===== config.mk =====
export PLATFORM = sky130hd
export DESIGN_NAME = goalie_motion_ctrl
export DESIGN_NICKNAME = d
export VERILOG_FILES = /design/src/rtl/goalie_motion_ctrl.sv
export SDC_FILE = /design/constraint.sdc
export NUM_CORES = 1
export LEC_CHECK = 0
export CORE_ASPECT_RATIO = 1.25
export CORE_MARGIN = 2
export CORE_UTILIZATION = 35
export DETAILED_ROUTE_END_ITERATION = 7
export GPL_ROUTABILITY_DRIVEN = 0
export HOLD_SLACK_MARGIN = 0.03
export SETUP_SLACK_MARGIN = 0.15
export SYNTH_ARGS = -nofsm -noshare
export SYNTH_HDL_FRONTEND = slang
export SYNTH_SLANG_ARGS = --single-unit

===== constraint.sdc =====
create_clock -name clk -period 3.55 [get_ports clk]
set_clock_uncertainty 0.1 [all_clocks]
set_input_delay 0.71 -clock clk [delete_from_list [all_inputs] [get_ports clk]]
set_output_delay 0.71 -clock clk [all_outputs]
set_load 0.05 [all_outputs]

===== src/rtl/goalie_motion_ctrl.sv =====
`default_nettype none
// ============================================================================
//  Module      : goalie_motion_ctrl
//  Description : Stepper-motor positioning controller for a table-football
//                goalie carriage. Homes against a limit switch, then moves
//                to one of eight slots with fixed-width step pulses.
//  Revision    : 1.0 - initial release
// ============================================================================
module goalie_motion_ctrl #(
   parameter int STEP_PERIOD    = 50000,
   parameter int STEPS_PER_SLOT = 200,
   parameter int HOME_BACKOFF   = 20,
   parameter int MAX_HOME_STEPS = 4000
) (
   input  logic        clk,
   input  logic        reset_n,
   input  logic        enable,
   input  logic        home_req,
   input  logic        limit_switch,
   input  logic        target_valid,
   input  logic [2:0]  target_addr,
   output logic        step,
   output logic        dir,
   output logic        busy,
   output logic        homed,
   output logic        fault,
   output logic [15:0] position,
   output logic [31:0] status
);

   localparam logic [15:0] c_PHASE_LAST = 16'(STEP_PERIOD - 1);
   localparam logic [15:0] c_SLOT_STEPS = 16'(STEPS_PER_SLOT);
   localparam logic [15:0] c_MAX_SEEK   = 16'(MAX_HOME_STEPS);
   localparam logic [15:0] c_BACKOFF    = 16'(HOME_BACKOFF);

   typedef enum logic [2:0] {
      S_UNHOMED      = 3'd0,
      S_HOME_SEEK    = 3'd1,
      S_HOME_BACKOFF = 3'd2,
      S_READY        = 3'd3,
      S_MOVE         = 3'd4,
      S_FAULT        = 3'd5
   } state_t;

   state_t      r_state;
   logic        r_lim_meta;
   logic        r_lim_s;
   logic        r_active;
   logic        r_step;
   logic        r_dir;
   logic        r_busy;
   logic        r_homed;
   logic        r_fault;
   logic [15:0] r_phase_cnt;
   logic [15:0] r_step_cnt;
   logic [15:0] r_position;
   logic [15:0] r_target;
   logic [2:0]  r_addr;

   logic        w_decide;
   logic [15:0] w_new_target;

   // Decision point: no pulse in flight, or the last cycle of a low phase
   assign w_decide     = !r_active || (!r_step && (r_phase_cnt == c_PHASE_LAST));
   assign w_new_target = 16'(target_addr) * c_SLOT_STEPS;

   // Two-flop synchronizer for the asynchronous limit switch
   always_ff @(posedge clk or negedge reset_n) begin
      if (!reset_n) begin
         r_lim_meta <= 1'b0;
         r_lim_s    <= 1'b0;
      end else begin
         r_lim_meta <= limit_switch;
         r_lim_s    <= r_lim_meta;
      end
   end

   // Pulse engine and motion state machine with registered outputs
   always_ff @(posedge clk or negedge reset_n) begin
      if (!reset_n) begin
         r_state     <= S_UNHOMED;
         r_active    <= 1'b0;
         r_step      <= 1'b0;
         r_dir       <= 1'b0;
         r_busy      <= 1'b0;
         r_homed     <= 1'b0;
         r_fault     <= 1'b0;
         r_phase_cnt <= '0;
         r_step_cnt  <= '0;
         r_position  <= '0;
         r_target    <= '0;
         r_addr      <= '0;
      end else begin
         // A started pulse always runs to completion unless a fault kills it
         if (r_active) begin
            if (r_phase_cnt == c_PHASE_LAST) begin
               r_phase_cnt <= '0;
               if (r_step) begin
                  r_step <= 1'b0;
               end else begin
                  r_active <= 1'b0;
               end
            end else begin
               r_phase_cnt <= r_phase_cnt + 16'd1;
            end
         end

         case (r_state)
            S_UNHOMED: begin
               if (home_req) begin
                  r_state    <= S_HOME_SEEK;
                  r_busy     <= 1'b1;
                  r_step_cnt <= '0;
               end
            end

            S_HOME_SEEK: begin
               if (w_decide) begin
                  if (r_lim_s) begin
                     r_state    <= S_HOME_BACKOFF;
                     r_step_cnt <= '0;
                  end else if (r_step_cnt >= c_MAX_SEEK) begin
                     r_state <= S_FAULT;
                     r_busy  <= 1'b0;
                     r_fault <= 1'b1;
                  end else if (enable) begin
                     r_active    <= 1'b1;
                     r_step      <= 1'b1;
                     r_phase_cnt <= '0;
                     r_dir       <= 1'b0;
                     r_step_cnt  <= r_step_cnt + 16'd1;
                  end
               end
            end

            S_HOME_BACKOFF: begin
               // The switch is still closed while backing off, so it is ignored here
               if (w_decide) begin
                  if (r_step_cnt >= c_BACKOFF) begin
                     r_state    <= S_READY;
                     r_busy     <= 1'b0;
                     r_homed    <= 1'b1;
                     r_position <= '0;
                     r_target   <= '0;
                  end else if (enable) begin
                     r_active    <= 1'b1;
                     r_step      <= 1'b1;
                     r_phase_cnt <= '0;
                     r_dir       <= 1'b1;
                     r_step_cnt  <= r_step_cnt + 16'd1;
                  end
               end
            end

            S_READY: begin
               if (r_lim_s) begin
                  r_state <= S_FAULT;
                  r_homed <= 1'b0;
                  r_fault <= 1'b1;
               end else if (home_req) begin
                  r_state    <= S_HOME_SEEK;
                  r_busy     <= 1'b1;
                  r_homed    <= 1'b0;
                  r_step_cnt <= '0;
               end else if (target_valid) begin
                  r_addr   <= target_addr;
                  r_target <= w_new_target;
               end else if (r_target != r_position) begin
                  r_state <= S_MOVE;
                  r_busy  <= 1'b1;
               end
            end

            S_MOVE: begin
               if (r_lim_s) begin
                  r_state     <= S_FAULT;
                  r_active    <= 1'b0;
                  r_step      <= 1'b0;
                  r_phase_cnt <= '0;
                  r_busy      <= 1'b0;
                  r_homed     <= 1'b0;
                  r_fault     <= 1'b1;
               end else begin
                  // A new target is captured now but only steers the next decision
                  if (target_valid) begin
                     r_addr   <= target_addr;
                     r_target <= w_new_target;
                  end
                  if (w_decide) begin
                     if (r_position == r_target) begin
                        r_state <= S_READY;
                        r_busy  <= 1'b0;
                     end else if (enable) begin
                        r_active    <= 1'b1;
                        r_step      <= 1'b1;
                        r_phase_cnt <= '0;
                        if (r_target > r_position) begin
                           r_dir      <= 1'b1;
                           r_position <= r_position + 16'd1;
                        end else begin
                           r_dir      <= 1'b0;
                           r_position <= r_position - 16'd1;
                        end
                     end
                  end
               end
            end

            S_FAULT: begin
               if (home_req) begin
                  r_state    <= S_HOME_SEEK;
                  r_busy     <= 1'b1;
                  r_fault    <= 1'b0;
                  r_step_cnt <= '0;
               end
            end

            default: begin
               r_state <= S_UNHOMED;
               r_busy  <= 1'b0;
               r_fault <= 1'b0;
            end
         endcase
      end
   end

   assign step     = r_step;
   assign dir      = r_dir;
   assign busy     = r_busy;
   assign homed    = r_homed;
   assign fault    = r_fault;
   assign position = r_position;
   assign status   = {23'd0, r_fault, r_homed, r_busy, r_state, r_addr};

endmodule
`default_nettype wire


After elaboration in Yosys (flattened, before gate mapping)
Index checks and enable logic that the tools add are counted.
{"block": "word_totals", "regBits": 78, "word_cells": 197, "input_bits": 9}
{"block": "op_classes", "bitwise": 1, "n_addsub": 4, "reduce_logical": 22, "n_mul": 1, "mux": 116, "eq_ne": 36, "magnitude_cmp": 3}
{"operator": "$mux 16", "n": 30}
{"operator": "$pmux 16 s3", "n": 2}
{"operator": "$pmux 16 s4", "n": 1}
{"operator": "$mux 1", "n": 57}
{"operator": "$mux 3", "n": 17}
{"operator": "$add 16x1->16 const B", "n": 3}
{"operator": "$ne 2x2->1 const B", "n": 17}
{"operator": "$pmux 16 s2", "n": 1}
{"operator": "$ne 3x3->1 const B", "n": 7}
{"operator": "$reduce_and 6->1", "n": 3}
{"operator": "$eq 16x16->1", "n": 1}
{"operator": "$eq 16x16->1 const B", "n": 1}
{"operator": "$ge 16x12->1 const B", "n": 1}
{"operator": "$ge 16x5->1 const B", "n": 1}
{"operator": "$gt 16x16->1", "n": 1}
{"operator": "$ne 16x16->1", "n": 1}
{"operator": "$sub 16x1->16 const B", "n": 1}
{"operator": "$pmux 3 s5", "n": 1}
{"operator": "$pmux 1 s3", "n": 4}
{"operator": "$reduce_and 12->1", "n": 1}
{"operator": "$reduce_and 11->1", "n": 1}
{"operator": "$reduce_and 9->1", "n": 1}
{"operator": "$mul 3x5->8 const B", "n": 1}
{"operator": "$ne 4x4->1 const B", "n": 2}
{"operator": "19 further kinds", "n": 27}

Longest topological paths before layout
Gate-level depths: netlist of the first run.
{"block": "depth", "word_depth": 8, "ltp_mapped": 15}

Worst setup path after synthesis of the first run
Ideal clock, no wire load.
{"block": "synth_path", "kind": "reg-to-reg", "from": "reg r_position[5], in the netlist position[5]", "to": "reg r_position[15], in the netlist position[15]", "path_slack_ps": -559, "path_stages_with_launch": 15, "arrival_ps": 3876, "required_ps": 3317, "path_buffers": 0, "cell_sequence": "dfrtp_1 inv_1 ha_1 and4_1 a211oi_1 o21ai_0 nand4_1 ha_1 and2_1 a41o_1 o21ai_0 o2111ai_1 o221ai_1 o31a_1 o211ai_2"}
{"block": "synth_via", "elab_chain_len": 7, "elab_cells_between_ends": 12, "cone_classes": "add/sub (2); order compare (1); eq/ne (2); mux (6); reduce/logical (1)"}
{"element": "from (decl)", "line_no": "56", "source": "logic [15:0] r_position;"}
{"element": "from (signal assigned)", "line_no": "199", "source": "r_position <= r_position + 16'd1;"}
{"element": "from (signal assigned)", "line_no": "202", "source": "r_position <= r_position - 16'd1;"}
{"element": "$sub 16x1->16 (tied with other cells)", "line_no": "202"}
{"element": "$mux 16", "line_no": "197", "source": "if (r_target > r_position) begin"}
{"element": "$mux 16", "line_no": "193", "source": "end else if (enable) begin"}
{"element": "$mux 16", "line_no": "190", "source": "if (r_position == r_target) begin"}
{"element": "$mux 16", "line_no": "189", "source": "if (w_decide) begin"}
{"element": "$mux 16", "line_no": "175", "source": "if (r_lim_s) begin"}
{"element": "$pmux 16 s2", "line_no": "108", "source": "case (r_state)"}
Parallel ways exist; a longest one is shown, timed or not. The select of a mux whose other input is x is not followed.
A chain may end at the register's enable or synchronous reset.

Worst setup path in the final report of the first run
{"block": "layout_path", "from": "reg r_target[6]", "to": "reg r_position[15], in the netlist position[15]"}
{"block": "layout_via", "elab_chain_len": 7, "elab_cells_between_ends": 10, "cone_classes": "order compare (1); eq/ne (2); mux (6); reduce/logical (1)"}
{"element": "from (decl)", "line_no": "57", "source": "logic [15:0] r_target;"}
{"element": "from (signal assigned)", "line_no": "167", "source": "r_target <= w_new_target;"}
{"element": "from (signal assigned)", "line_no": "187", "source": "r_target <= w_new_target;"}
{"element": "$gt 16x16->1", "line_no": "197"}
{"element": "$mux 16", "line_no": "197"}
{"element": "$mux 16", "line_no": "193"}
{"element": "$mux 16", "line_no": "190"}
{"element": "$mux 16", "line_no": "189"}
{"element": "$mux 16", "line_no": "175"}
{"element": "$pmux 16 s2", "line_no": "108"}
Parallel ways exist; a longest one is shown, timed or not. The select of a mux whose other input is x is not followed.

==> impl_metrics.toml, run 1 <==
[worst_setup_path]
cp-start-kind = "register"
timing.rr.start = "r_target[6]$_DFFE_PN0P_"
setup.worst_path.start = "r_target[6]$_DFFE_PN0P_"
rrSetupSlack_ns = 0.15
crit_type = "reg2reg"
worst_r2r_endpoint = "position[15]$_DFFE_PN0P_"
crit_arrival_ns = 3.52
cpPeakStageDelay_ns = 0.41
crit_path_max_fanout = 11
r2r_cells = 14
crit_chain = "ha_1 > and4_1 > a211oi_2 > o21ai_1 > nand4_1 > buf_12 > ha_1 > and2_4 > a41o_1 > o21ai_1 > o2111ai_2 > o221ai_2 > o31a_1 > o211ai_2"
worst_ep_required_time_ns = 3.67
crit_slowest_cell = "dfrtp_1"
critPathCapture = "position[15]$_DFFE_PN0P_"
crit_path_end_kind = "register"

[synth]
synthFlopType = "dfrtp_1"
yosysMostFrequentCell = "dfrtp_1"
synth-seq-area-share_pct = 36.69
synth_top_area_share_pct = 36.69
async_reset_ff_share_pct = 100.0
yosysTopAreaCell = "dfrtp_1"
ys_types = 70
netlist_area_um2 = 4706
ys_seq_elements = 69
syn_area_per_cell_um2 = 9.050
yosys_warnings = 0
synthCells = 520
yosys-top-cells-count = "dfrtp_1, nand2_1, nor2_1"
synth_edf_count = 0
synthTopCellsByArea = "dfrtp_1, ha_1, xor2_1, buf_4, nand2_1"

[clock_tree]
cts_sinks = 69
holdBufCountCts = 0
path_clk_slew_ns = 0.06
cts_buffers = 9
root_buffer = "clkbuf_16"
clk_latency_ns = 0.34
htree_levels = 3
clk_path_buf_depth = 2
cts_tree = "done"

[layout]
fin_nets = 606
area_growth_syn_to_layout_pct = 19.76
diodes = 0
finalNonFillerCells = 740
fin_util_pct = 42.78
layout-drive-gt1-share_pct = 12.83

[routing]
drt_iter0_drc = 256
first_pass_iters = 7
wl_um = 11250
wl_per_cell_um = 15.20
via_count = 3872
ant_nets = 0
drc = 0
via_per_inst = 5.232

[power]
p_per_area_nw_per_um2 = 965.9
p_int_uw = 2906
switchingPower_uw = 2537
irDropWorstVdd_v = 0.0006123
p_sw_share_pct = 46.61
clock_power_share_pct = 16.5
p_leak_uw = 0.002543
pwr-share-seq_pct = 22.9
p_comb_share_pct = 60.6
power_uw = 5443

[timing]
tightest_slew_ns = 0.8480
maxSlewViolCount = 0
setup_violations = 0
tns_ns = 0
hold_slack_ns = 0.2482
hold_violations = 0
rsz0062_at_grt = "yes"
fmax_ghz = 0.2938
relSlewSlack_pct = 42.87
fin_crit_sh_pct = 95.88
period_minus_slack_ns = 3.404

[global_route]
grt_pass1_vias = 3861
grt_pass1_wl_um = 18660
grt_max_degree = 31
antenna_found_initial = 0
grt_use_total_pct = 16.13
overflow = 0

[die]
die-area_um2 = 14390
coreArea_um2 = 13170
ios = 62
start_util_pct = 35.72
die_x_um = 107.7
rows = 47
chipHeight_um = 133.6

[placed_design]
place_inst = 719
port_buffers = 38
dp_hpwl_um = 8180

[min_path]
hp-class = "reg2reg"

[run_status]
outcome = "complete, no violations"

[flow_run]
maxCapViolCount = 0
[worst min path at each step]
| stage | start | endpoint | cells past startpoint |
|---|---|---|---|
| finish | r_lim_meta$_DFF_PN0_ | r_lim_s$_DFF_PN0_ | 0 |
| global route | r_lim_meta$_DFF_PN0_ | r_lim_s$_DFF_PN0_ | 0 |
| floorplan | r_lim_meta$_DFF_PN0_ | r_lim_s$_DFF_PN0_ | 0 |
| global placement | r_lim_meta$_DFF_PN0_ | r_lim_s$_DFF_PN0_ | 0 |
| CTS | r_lim_meta$_DFF_PN0_ | r_lim_s$_DFF_PN0_ | 0 |
| detailed placement | r_lim_meta$_DFF_PN0_ | r_lim_s$_DFF_PN0_ | 0 |
[worst max-delay path, delay by kind of cell (launching register included)]
kind	cells	cell delay, ns
compound gates	8	1.40
fa+ha+maj	2	0.61
simple gates	3	0.56
flops	1	0.41
buf+inv	1	0.21
[metrics by stage]
step           cell area, µm²  setup WS, ns
6_report                 5635        0.1464
5_1_grt                  5635      -0.04789
4_1_cts                  5548        0.1448
3_5_place_dp             5238       0.08048
3_3_place_gp             5238        0.1948
2_1_floorplan            4845       -0.2876
[routing by layer]
| metal | GRT usage (%) | vias up | routed length [µm] |
|---|---|---|---|
| met1 | 20.28 | 1891 | 4940 |
| li1 | - | 1875 | - |
| met3 | 3.767 | 16 | 393 |
| met5 | 0 | - | 0 |
| met2 | 27.18 | 90 | 5686 |
| met4 | 5.199 | 0 | 225 |
[power by group through the flow]
stage	Clock (µW)	Combinational [µW]	Sequential [µW]
after floorplan	0	2020	1580
after global placement	0	3050	1250
after detailed placement	0	3110	1260
after CTS	915	3160	1250
after global routing	954	3600	1290
final	898	3300	1250
[kinds of logic (layout without fill, tap and decap cells)]
logic type,Yosys count,in the layout,share of synthesized area (%)
mux,12,12,2.739
simple gates,192,192,20.39
compound gates,107,107,15.87
fa+ha+maj,33,33,8.934
flops,69,69,36.69
other cells,1,23,0.07969
buf+inv,67,94,8.030
xor+xnor,39,39,7.259
[state kept, by name, indices dropped and copies added (netlist names)]
| register | count |
|---|---|
| busy | 1 |
| dir | 1 |
| fault | 1 |
| homed | 1 |
| position | 16 |
| r_active | 1 |
| r_addr | 3 |
| r_lim_meta | 1 |
| r_lim_s | 1 |
| r_phase_cnt | 16 |
| r_state | 3 |
| r_step_cnt | 16 |
| r_target | 7 |
| step | 1 |
[layout by cell type, fill, tap and decap left out, types with 8 or more instances in the layout]
master and count:
dfrtp_1 61, nand2_1 51, nor2_1 48, clkdlybuf4s50_1 37
ha_1 30, xor2_1 24, nand3_1 23, conb_1 23
inv_1 21, a21oi_1 18, o21ai_0 17, xnor2_1 14
buf_4 13, and3_1 11, nand2b_1 10, nand4_1 10
clkbuf_16 10, o31ai_1 9, dfrtp_2 8
[repair_timing]
| action | CTS | global route |
|---|---|---|
| cloned | 0 | 1 |
| resized for setup | 3 | 7 |
| setup endpoints to repair | 2 | 8 |
| buffers inserted | 0 | 4 |
| hold endpoints to repair | 0 | 0 |
| pin swaps | 0 | 7 |
[cell type report]
class | instances | area (µm²)
Fill cell | 1335 | 7537
Multi-Input combinational cell | 406 | 2779
Sequential cell | 69 | 1737
Timing Repair Buffer | 53 | 518.0
Clock buffer | 12 | 246.5
Tap cell | 171 | 214.0
Inverter | 25 | 93.84
Clock inverter | 4 | 47.55
Power figures use the tool's default switching activity.
==> run 2: changes to the inputs <==
- ABC_AREA: default -> 1
- CAP_MARGIN: default -> 20
- HOLD_SLACK_MARGIN: 0.03 -> default
==> impl_metrics.toml, run 2 <==
[run_status]
outcome = "complete, no violations"

[synth]
yosys_warnings = 0
ys_seq_elements = 69
yosysMostFrequentCell = "nand2_1"
yosysTopAreaCell = "dfrtp_1"
syn_area_per_cell_um2 = 6.613
yosys-top-cells-count = "nand2_1, inv_1, nor2_1"
synthCells = 842
synthTopCellsByArea = "dfrtp_1, nand2_1, ha_1, inv_1, nor2_1"
netlist_area_um2 = 5568
synth-seq-area-share_pct = 31.01
ys_types = 41
synth_top_area_share_pct = 31.01
synth_edf_count = 0
async_reset_ff_share_pct = 100.0
synthFlopType = "dfrtp_1"

[routing]
wl_um = 13970
wl_per_cell_um = 12.75
first_pass_iters = 7
via_per_inst = 4.766
drc = 0
ant_nets = 0
via_count = 5224
drt_iter0_drc = 269

[clock_tree]
htree_levels = 3
cts_sinks = 69
clk_latency_ns = 0.35
root_buffer = "clkbuf_16"
cts_buffers = 9
clk_path_buf_depth = 2
cts_tree = "done"
path_clk_slew_ns = 0.07
post_cts_buffers = 0

[placed_design]
port_buffers = 38
place_ws_ns = 0.1686
dp_hpwl_um = 10680

[timing]
setup_violations = 0
period_minus_slack_ns = 3.050
setup_ws_ns = 0.4997
fmax_ghz = 0.3278
relSlewSlack_pct = 39.02
maxSlewViolCount = 0
hold_violations = 0
fin_crit_sh_pct = 85.93
rsz0062_at_grt = "no"
tns_ns = 0
tightest_slew_ns = 0.9147

[power]
power_uw = 1852
p_int_uw = 1360
clock_power_share_pct = 50.3
p_per_area_nw_per_um2 = 290.2
pwr-share-seq_pct = 43.0
p_comb_share_pct = 6.8
p_leak_uw = 0.003297
p_sw_share_pct = 26.56
irDropWorstVdd_v = 0.0002369
switchingPower_uw = 491.8

[layout]
fin_nets = 921
final_common_cell = "nand2_1"
diodes = 0
multiInputGateArea_um2 = 3256
nFillCells = 1699
regArea_um2 = 1727
final_cell_mix = "nand2_1, inv_1, nor2_1"
area_growth_syn_to_layout_pct = 14.61
layout-drive-gt1-share_pct = 6.109

[die]
chipHeight_um = 145.0
die-area_um2 = 16940
die_x_um = 116.8
rows = 51
coreArea_um2 = 15570
start_util_pct = 35.76
ios = 62

[worst_setup_path]
crit_arrival_ns = 3.22
crit_slowest_cell = "dfrtp_1"
cp-start-kind = "register"
crit_path_end_kind = "register"
worst_ep_required_time_ns = 3.72
crit_top_cell = "nand2_1"
cp_num_buf_inv = 3
cpPeakStageDelay_ns = 0.39
crit_chain = "inv_1 > ha_1 > nand2_1 > inv_1 > nand2_1 > nor2_2 > nand3_1 > nand3_1 > nand2_4 > buf_4 > ha_1 > nand2_1 > nor2_2 > nand3_1 > nand3_1 > nand2_1 > a21oi_1 > nand2_1 > o21ai_0"
cp_top_family = "simple AND/OR/NAND/NOR gates"
crit_type = "reg2reg"
crit_path_max_fanout = 12

[global_route]
grt_pass1_wl_um = 24160
overflow = 0
grt_use_total_pct = 17.76
grt_pass1_vias = 5117
grt_max_degree = 70
antenna_found_initial = 0

[flow_run]
maxCapViolCount = 0

[min_path]
hp-class = "reg2reg"
-- run 2: cell count changes after synthesis, moves of 12 or more --
cell	previous run	this run
nand2_1	51	269
inv_1	25	104
o21ai_0	25	44
nor2_1	48	93
nand4_1	10	22
nand3_1	23	63
-- run 2: final cells by class --
class                      instances  area share (%)
inverter                         113           6.667
tap                              212           4.157
multi-input combinational        644           51.02
clock buffer                       9           3.529
clock inverter                     7           1.176
timing repair buffer              42           6.392
sequential                        69           27.06
-- run 2: power by group through the flow --
stage / Combinational [µW] / Sequential (µW) / Clock, µW
after floorplan: 104 / 814 / 0
after global placement: 126 / 810 / 0
after detailed placement: 127 / 810 / 0
after CTS: 127 / 796 / 948
after global routing: 139 / 796 / 971
final: 125 / 796 / 931
-- run 2: routing by layer --
metal | global-route usage [%] | vias up | wire, µm | share of wire, %
met4 | 6.882 | 0 | 393 | 2.8
li1 | - | 2726 | - | -
met1 | 22.49 | 2380 | 6309 | 45
met2 | 29.68 | 94 | 6806 | 49
met5 | 0 | - | 0 | 0
met3 | 3.091 | 24 | 462 | 3.3
-- run 2: repair_timing --
action,CTS,global route
resized for setup,0,8
hold buffers,0,0
endpoints found under the setup margin,0,12
-- run 2: through the flow --
step                      hold slack [ns]  std cells  cell area [µm²]  utilization (%)
after global placement             0.2338       1080             6060            38.92
after floorplan                    0.2312        864             5650                -
after detailed placement           0.2466       1080             6060            38.92
after global routing               0.2572       1096             6381            40.98
final                              0.2538       1096             6381            40.98
after CTS                          0.2575       1096             6360            40.85
-- run 2: worst paths after layout --
path                                         start                  endpoint  slack (ns)  depth (start not counted)
setup / recovery           position[9]$_DFFE_PN0P_  position[10]$_DFFE_PN0P_        0.50                         19
hold / removal                r_lim_meta$_DFF_PN0_         r_lim_s$_DFF_PN0_        0.25                          0
setup reg to reg           position[9]$_DFFE_PN0P_  position[10]$_DFFE_PN0P_        0.50                         19
hold reg to reg               r_lim_meta$_DFF_PN0_         r_lim_s$_DFF_PN0_        0.25                          0
max in group asynchronous                  reset_n  r_phase_cnt[8]$_DFF_PN0_        2.36                          1
min in group asynchronous                  reset_n         r_lim_s$_DFF_PN0_        0.39                          1
-- run 2: cells by family (layout without fill, tap and decap cells) --
logic type / count (synthesis) / after routing / synth area share [%]
AO/OA/AOI/OAI: 85 / 85 / 8.225
XOR/XNOR: 19 / 19 / 2.989
adder cells (fa/ha/maj): 33 / 33 / 7.551
buffers and inverters: 151 / 171 / 12.38
flip-flops: 69 / 69 / 31.01
other: 1 / 23 / 0.06735
AND/OR/NAND/NOR: 484 / 484 / 37.77
==> run 3: changes to the inputs <==
- CELL_PAD_IN_SITES_DETAIL_PLACEMENT: default -> 1
- CELL_PAD_IN_SITES_GLOBAL_PLACEMENT: default -> 1
- HOLD_SLACK_MARGIN: default -> 0.12
- PLACE_DENSITY_LB_ADDON: default -> 0.1
==> impl_metrics.toml, run 3 (synthesis gave the netlist of run 2 again) <==
[routing]
via_count = 5407
ant_nets = 0
wl_um = 16410
m1WireLength_um = 7369
via_per_inst = 4.942
wl_per_cell_um = 15.00
drt_iter0_drc = 140
first_pass_iters = 4
drc = 0
highest_layer = "met4"
wl_met2_um = 8280
route.met3.wl_um = 409

[clock_tree]
cts_sinks = 69
clk_latency_ns = 0.35
cts_tree = "done"
htree_levels = 3
cts_buffers = 9
path_clk_slew_ns = 0.06
root_buffer = "clkbuf_16"
clk_path_buf_depth = 2

[worst_setup_path]
crit_top_cell = "nand2_1"
crit_path_max_fanout = 21
crit_arrival_ns = 3.29
worst_r2r_endpoint = "position[14]$_DFFE_PN0P_"
cpPeakStageDelay_ns = 0.43
crit_path_end_kind = "register"
timing.rr.start = "position[3]$_DFFE_PN0P_"
crit_chain = "inv_1 > ha_1 > inv_1 > nor2_1 > nand2_1 > nor2_1 > nand2_1 > nand2_1 > buf_12 > inv_1 > fa_1 > nor2_1 > nand2_1 > nand2_2 > nand2_1 > nand2_1 > nand3_1 > nand2_1 > nand2_1 > nand2_1 > inv_1 > nand2_1 > nand2_1"
cp_num_buf_inv = 5
worst_ep_required_time_ns = 3.69
crit_slowest_cell = "dfrtp_1"
cp-start-kind = "register"
rrSetupSlack_ns = 0.40
crit_type = "reg2reg"
cp_top_family = "simple AND/OR/NAND/NOR gates"
r2r_cells = 23

[placed_design]
place_inst = 1079
port_buffers = 38
dp_hpwl_um = 12680
detailed_place.area_um2 = 6052

[power]
pwr-share-seq_pct = 40.2
p_sw_share_pct = 24.37
irDropWorstVdd_v = 0.0001751
power_uw = 1980
switchingPower_uw = 482.5
p_leak_uw = 0.003327
p_int_uw = 1498
p_per_area_nw_per_um2 = 308.2
clock_power_share_pct = 53.4
p_comb_share_pct = 6.4

[die]
die_x_um = 116.8
die-area_um2 = 16940
coreArea_um2 = 15570
start_util_pct = 35.76
chipHeight_um = 145.0
ios = 62
rows = 51

[timing]
maxSlewViolCount = 0
tns_ns = 0
rsz0062_at_grt = "no"
setup_violations = 0
relSlewSlack_pct = 38.16
hold_violations = 0
fmax_ghz = 0.3178
fin_crit_sh_pct = 88.64
period_minus_slack_ns = 3.147
tightest_slew_ns = 0.9277

[layout]
final_common_cell = "nand2_1"
fin_util_pct = 41.26
layout-drive-gt1-share_pct = 5.556
multiInputGateArea_um2 = 3257
area_growth_syn_to_layout_pct = 15.39
finalNonFillerCells = 1094
diodes = 0
final_cell_area_um2 = 6425
final_cell_mix = "nand2_1, inv_1, nor2_1"
fin_nets = 920
regArea_um2 = 1727
nFillCells = 2054

[global_route]
grt_pass1_vias = 5677
grt_pass1_wl_um = 27860
grt_max_degree = 70
antenna_found_initial = 0
overflow = 0
grt_use_total_pct = 20.50

[run_status]
outcome = "complete, no violations"

[min_path]
hold_start = "r_lim_meta$_DFF_PN0_"
min_to = "r_lim_s$_DFF_PN0_"
hp-class = "reg2reg"
hold_depth = 0

[flow_run]
maxCapViolCount = 0
[run 3: through the flow]
stage / hold WS (ns) / worst slack [ns]
after CTS: 0.2685 / 0.2029
after global placement: 0.2335 / 0.4188
after detailed placement: 0.2548 / 0.2652
after global routing: 0.2767 / 0.1315
after floorplan: 0.2312 / 0.1525
final: 0.2677 / 0.4032
[run 3: power by group through the flow]
stage	logic [µW]	registers, µW	clock network, µW
floorplan	104	814	0
global placement	126	811	0
detailed placement	128	811	0
CTS	129	796	1080
global route	139	796	1100
finish	127	796	1060
[run 3: routing by layer]
metal / vias up / GRT usage, %
met2: 66 / 34.91
met5: - / 0
li1: 2710 / -
met3: 21 / 2.047
met1: 2610 / 26.52
met4: 0 / 7.471
[run 3: how the worst max path moves through the flow]
stage	startpoint	end	slack [ns]	cells after the start
3_3_place_gp	position[10]$_DFFE_PN0P_	position[14]$_DFFE_PN0P_	0.42	23
2_1_floorplan	position[10]$_DFFE_PN0P_	position[14]$_DFFE_PN0P_	0.15	23
4_1_cts	position[10]$_DFFE_PN0P_	position[14]$_DFFE_PN0P_	0.20	24
5_1_grt	position[10]$_DFFE_PN0P_	position[14]$_DFFE_PN0P_	0.13	23
3_5_place_dp	position[10]$_DFFE_PN0P_	position[14]$_DFFE_PN0P_	0.27	24
6_report	position[3]$_DFFE_PN0P_	position[14]$_DFFE_PN0P_	0.40	23
[run 3: final cells by class]
class                   count  area share (%)
multi-input cells         644           50.69
flip-flops and latches     69           26.87
inverters                 113           6.621
repair buffers             41           6.426
well taps                 212           4.129
clock buffers               9           3.505
clock inverters             6           1.753
[run 3: timing repair]
action	4_1_cts	5_1_grt
hold buffers	0	0
gates resized for setup	0	7
buffers inserted	0	0
setup endpoints to repair	0	10
